File: src/rtl/mips_regfile.sv
// rtl/mips_regfile.sv - pipe_MIPS32 register file with identity-preload and dump sequencer (optional bypass: REGFILE_BYPASS_EN)
module mips_regfile #(
  parameter int DATA_W   = 32,
  parameter int ADDR_W   = 5,
  parameter int NUM_RD   = 2,
  parameter int ZERO_REG = 1
) (
  input  logic                     clk1,
  input  logic                     rst,
  input  logic [NUM_RD*ADDR_W-1:0] rd_addr,
  output logic [NUM_RD*DATA_W-1:0] rd_data,
  input  logic                     wr_en,
  input  logic [ADDR_W-1:0]        wr_addr,
  input  logic [DATA_W-1:0]        wr_data,
  input  logic                     init_req,
  input  logic                     dump_req,
  output logic                     dump_valid,
  input  logic                     dump_ready,
  output logic [ADDR_W-1:0]        dump_addr,
  output logic [DATA_W-1:0]        dump_data,
  output logic                     busy
);

  localparam int DEPTH = 2 ** ADDR_W;
  localparam logic [ADDR_W-1:0] LAST = ADDR_W'(DEPTH - 1);

  typedef enum logic [1:0] {IDLE, INIT, DUMP} state_t;

  state_t              state_q, state_d;
  logic [ADDR_W-1:0]   cnt_q, cnt_d;
  logic                dump_valid_q, dump_valid_d;
  logic [ADDR_W-1:0]   dump_addr_q, dump_addr_d;
  logic [DATA_W-1:0]   dump_data_q, dump_data_d;
  logic [DATA_W-1:0]   regs_q [DEPTH];
  logic [DATA_W-1:0]   regs_d [DEPTH];

  logic                handshake;
  logic                user_wr;
  logic [ADDR_W-1:0]   next_addr;

  // A write-port write only lands outside INIT and never on a hard-wired zero entry
  assign handshake = dump_valid_q && dump_ready;
  assign user_wr   = wr_en && (state_q != INIT) && !((ZERO_REG != 0) && (wr_addr == '0));
  assign next_addr = dump_addr_q + 1'b1;

  // State register, counter, beat register and array; rst wipes everything
  always_ff @(posedge clk1) begin
    if (rst) begin
      state_q      <= IDLE;
      cnt_q        <= '0;
      dump_valid_q <= 1'b0;
      dump_addr_q  <= '0;
      dump_data_q  <= '0;
      for (int k = 0; k < DEPTH; k++) regs_q[k] <= '0;
    end else begin
      state_q      <= state_d;
      cnt_q        <= cnt_d;
      dump_valid_q <= dump_valid_d;
      dump_addr_q  <= dump_addr_d;
      dump_data_q  <= dump_data_d;
      for (int k = 0; k < DEPTH; k++) regs_q[k] <= regs_d[k];
    end
  end

  // Next-state: INIT beats DUMP on simultaneous requests; requests while busy are dropped
  always_comb begin
    state_d = state_q;
    case (state_q)
      IDLE: begin
        if (init_req)      state_d = INIT;
        else if (dump_req) state_d = DUMP;
      end
      INIT: if (cnt_q == LAST) state_d = IDLE;
      DUMP: if (handshake && (dump_addr_q == LAST)) state_d = IDLE;
      default: state_d = IDLE;
    endcase
  end

  // Datapath: array update, preload counter and dump beat loading from pre-edge array
  always_comb begin
    cnt_d        = cnt_q;
    dump_valid_d = dump_valid_q;
    dump_addr_d  = dump_addr_q;
    dump_data_d  = dump_data_q;
    for (int k = 0; k < DEPTH; k++) regs_d[k] = regs_q[k];

    if (user_wr) regs_d[wr_addr] = wr_data;

    case (state_q)
      IDLE: begin
        cnt_d = '0;
        if (!init_req && dump_req) begin
          dump_valid_d = 1'b1;
          dump_addr_d  = '0;
          dump_data_d  = regs_q[0];
        end
      end
      INIT: begin
        if (!((ZERO_REG != 0) && (cnt_q == '0))) regs_d[cnt_q] = DATA_W'(cnt_q);
        cnt_d = cnt_q + 1'b1;
      end
      DUMP: begin
        if (handshake) begin
          if (dump_addr_q == LAST) begin
            dump_valid_d = 1'b0;
          end else begin
            dump_addr_d = next_addr;
            dump_data_d = regs_q[next_addr];
          end
        end
      end
      default: cnt_d = '0;
    endcase
  end

  assign busy       = (state_q != IDLE);
  assign dump_valid = dump_valid_q;
  assign dump_addr  = dump_addr_q;
  assign dump_data  = dump_data_q;

  // Combinational read ports; bypass forwards an in-flight write, zero entry overrides all
  for (genvar i = 0; i < NUM_RD; i++) begin : g_rd
    logic [ADDR_W-1:0] ra;
    logic [DATA_W-1:0] rword;

    assign ra = rd_addr[i*ADDR_W +: ADDR_W];

    always_comb begin
      rword = regs_q[ra];
`ifdef REGFILE_BYPASS_EN
      if (user_wr && (wr_addr == ra)) rword = wr_data;
`else
`endif
      if ((ZERO_REG != 0) && (ra == '0)) rword = '0;
    end

    assign rd_data[i*DATA_W +: DATA_W] = rword;
  end

endmodule

File: config.mk
export PLATFORM = sky130hd
export DESIGN_NAME = mips_regfile
export DESIGN_NICKNAME = d
export VERILOG_FILES = /design/src/rtl/mips_regfile.sv
export SDC_FILE = /design/constraint.sdc
export NUM_CORES = 2
export LEC_CHECK = 0
export BUFFER_PORTS_ARGS = -buffer_cell sky130_fd_sc_hd__buf_2
export CELL_PAD_IN_SITES_DETAIL_PLACEMENT = 1
export CELL_PAD_IN_SITES_GLOBAL_PLACEMENT = 1
export CORE_AREA = 5 5 360 362
export DETAILED_ROUTE_END_ITERATION = 10
export DIE_AREA = 0 0 365 367
export PLACE_DENSITY_LB_ADDON = 0.1
export SYNTH_ARGS = -nofsm -noshare
export SYNTH_HDL_FRONTEND = slang
export SYNTH_SLANG_ARGS = --single-unit
File: constraint.sdc
create_clock -name clk1 -period 3.02 [get_ports clk1]
set_clock_uncertainty 0.05 [all_clocks]
set_input_delay 0.151 -clock clk1 [delete_from_list [all_inputs] [get_ports clk1]]
set_output_delay 0.151 -clock clk1 [all_outputs]
set_load 0.05 [all_outputs]
==> impl_metrics.json <==
{
  "status": "completed",
  "htree_levels": 3,
  "antenna_found_initial": 28,
  "wl_per_cell_um": 37.8,
  "cts_root_buf": "clkbuf_16",
  "synth_warnings": 0,
  "r2r_end": "dump_data[22]",
  "start_util_pct": 49.6,
  "synth_enable_flop_cells": 0,
  "synthXorXnorAreaFrac_pct": 0.0819,
  "grt_overflow": 0,
  "rrSetupSlack_ps": 40,
  "layoutNonFillerInstCount": 8253,
  "worstSetupPathType": "flop to output pin",
  "postCtsSetupBuffers": 0,
  "post-place-ws_ps": 124,
  "syn_to_final_growth_pct": 14.9,
  "cts_buffers": 117,
  "fin_nets": 6542,
  "cp_max_fo": 4,
  "synth_flop_cell": "dfxtp_1",
  "io_buffers": 155,
  "drv_cap": 0,
  "max_freq_mhz": 331,
  "synth-simple-area-share_pct": 16.0,
  "dieArea_mm2": 0.134,
  "worst-r2r-cell-count": 9,
  "min_path_type": "input pin to flop",
  "grt_setup_unrepaired": "false",
  "fin_crit_ps": 3020,
  "clk_latency_ps": 790,
  "holdPathStages": 4,
  "vias": 61100,
  "arrival_ps": 2820,
  "grt_max_degree": 98,
  "fin_crit_sh_pct": 99.9,
  "final_common_cell": "nand2_1",
  "synth-adder-area-share_pct": 0.140,
  "wirelength_um": 312000,
  "synthMuxAreaShare_pct": 35.2,
  "cts_tree": "built",
  "die_h_um": 367,
  "min_from": "wr_addr[1]",
  "synth_compound_area_share_pct": 9.55,
  "hold_slack_ps": 128,
  "worstPathRequired_ps": 2820,
  "grt_usage_pct": 45.8,
  "dp_hpwl_um": 201000,
  "final-hold-violation-count": 0,
  "ys_seq_area_share_pct": 34.2,
  "io-pin-count": 156,
  "first_iter_violations": 9606,
  "drt-pass1-iter-count": 8,
  "routabilityCongestion": 0.959,
  "clk_pin_slew_ps": 70,
  "fin_ws_ps": 3.13,
  "powerDensity_mw_per_mm2": 461,
  "drv_slew": 0,
  "tightestPinTransition_ps": 1110,
  "drive_gt1_share_pct": 26.8,
  "synthArstFlopShare_pct": 0,
  "rows": 131,
  "clock_path_buffers": 3,
  "grt_pass1_wl_um": 441000,
  "r2r_start": "dump_addr[0]",
  "synthCells": 6487,
  "max-vdd-ir-drop_v": 0.000497,
  "yosysUniqueCellTypes": 51,
  "drcViolationCount": 0,
  "final_cell_mix": "nand2_1 (2,087), dfxtp_1 (1,056), mux4_2 (896)",
  "synth_area_mm2": 0.0627,
  "startpoint_type": "flop",
  "vias_per_cell": 7.41,
  "grt_pass1_vias": 61200,
  "synth_top_family_by_area": "multiplexers",
  "die_w_um": 365,
  "synth_fp_nets": 6547,
  "power_leakage_nw": 23.1,
  "syn_avg_cell_area_um2": 9.66,
  "hold_end": "regs_q[27][4]",
  "setup_viol": 0,
  "coreArea_mm2": 0.126,
  "finalSetupTns_ps": 0,
  "drt.antenna.violating_nets": 0,
  "crit_path_end_kind": "output pin",
  "clock-sinks": 1069,
  "ys_ff_latch": 1069,
  "fin_util_pct": 57.0,
  "place_inst": 7988,
  "relSlewSlack_pct": 26.0
}
-- power breakdown --
group / total [W] / switching, W / internal, W / leakage (nW)
registers: 0.0144 / 0.000165 / 0.0142 / 8.63
logic: 0.00332 / 0.00231 / 0.00101 / 12.5
clock network: 0.0155 / 0.00672 / 0.00875 / 1.97
-- critical path, stage by stage (launching register included) --
cell     delay, ps
dfxtp_1        340
mux4_2         490
mux4_2         550
mux2i_1        250
nor2_1         160
buf_2          240
-- worst max-delay path by stage --
| stage | from | end | slack [ps] | cells after the start |
|---|---|---|---|---|
| final | regs_q[31][1] | rd_data[1] | 3 | 5 |
| after global routing | regs_q[31][1] | rd_data[1] | 2 | 5 |
| after CTS | regs_q[28][2] | rd_data[34] | 3 | 6 |
| after detailed placement | dump_addr[0] | dump_data[4] | 120 | 7 |
| after global placement | dump_addr[0] | dump_data[4] | 70 | 7 |
| after floorplan | dump_addr[1] | dump_data[11] | 340 | 9 |
-- synth_stat cells, types with 2 or more instances --
library cell / number / area [um2]
buf_4: 52 / 390
nand3_1: 39 / 195
clkbuf_1: 434 / 1630
o311ai_0: 2 / 17.5
or3b_2: 2 / 17.5
nand4_1: 2 / 12.5
nand2_1: 2117 / 7950
nor2b_1: 41 / 257
and4_1: 2 / 17.5
nor3_1: 65 / 325
inv_1: 4 / 15.0
mux4_2: 896 / 20200
buf_6: 14 / 158
and2_1: 8 / 50.1
a22oi_1: 7 / 52.6
dfxtp_1: 1069 / 21400
and3_1: 7 / 43.8
buf_2: 103 / 515
xor2_1: 3 / 26.3
a31o_2: 3 / 26.3
nand2b_1: 38 / 238
ha_1: 7 / 87.6
nor3b_2: 2 / 25.0
buf_1: 85 / 319
nand3b_1: 4 / 30.0
mux2i_1: 188 / 1880
a2111oi_0: 30 / 263
a311oi_1: 59 / 517
a21oi_1: 889 / 4450
or4_1: 2 / 15.0
nor3b_1: 2 / 15.0
o31a_1: 3 / 26.3
a31oi_1: 51 / 319
nor2_1: 202 / 758
or2_2: 4 / 25.0
a211oi_1: 36 / 270
-- flip-flops by register name (all words and copies together) (netlist names) --
name,cells
cnt_q,5
dump_addr,5
dump_data,32
dump_valid,1
regs_q,1024
state_q,2
-- per-layer routing --
layer,vias up,global-route usage [%],routed length (um)
li1,23400,-,-
met4,18,33.8,29100
met3,1562,15.4,43800
met1,30800,56.0,105000
met2,5302,67.2,134000
met5,-,0.145,128
-- area by class of cell --
| type | instances | area (um2) |
|---|---|---|
| Tap cell | 1662 | 2080 |
| Antenna cell | 10 | 25.0 |
| Sequential cell | 1069 | 21400 |
| Timing Repair Buffer | 565 | 5580 |
| Clock buffer | 168 | 3380 |
| Multi-Input combinational cell | 4725 | 38800 |
| Inverter | 4 | 15.0 |
| Fill cell | 13600 | 54400 |
| Clock inverter | 50 | 681 |
-- kinds of logic after synthesis --
logic type,after synthesis
xor gates and xnor gates,5
and+or+nand+nor,2545
AOI/OAI and AO/OA,1084
DFF,1069
adders and majority gates,7
buffers and inverters,693
muxes,1084
-- stage by stage --
step / power (W) / cell area [um2]
floorplan: 0.0164 / 62700
global placement: 0.0178 / 67400
detailed placement: 0.0178 / 67400
CTS: 0.0331 / 71800
global route: 0.0338 / 72000
finish: 0.0332 / 72000
-- timing repair --
| action | 4_1_cts | 5_1_grt |
|---|---|---|
| setup endpoints to repair | 10 | 15 |
| hold buffers | 37 | 0 |
| hold endpoints to repair | 1007 | 0 |
| gates resized for setup | 14 | 30 |
No activity file was read; power rests on OpenSTA's default activity.
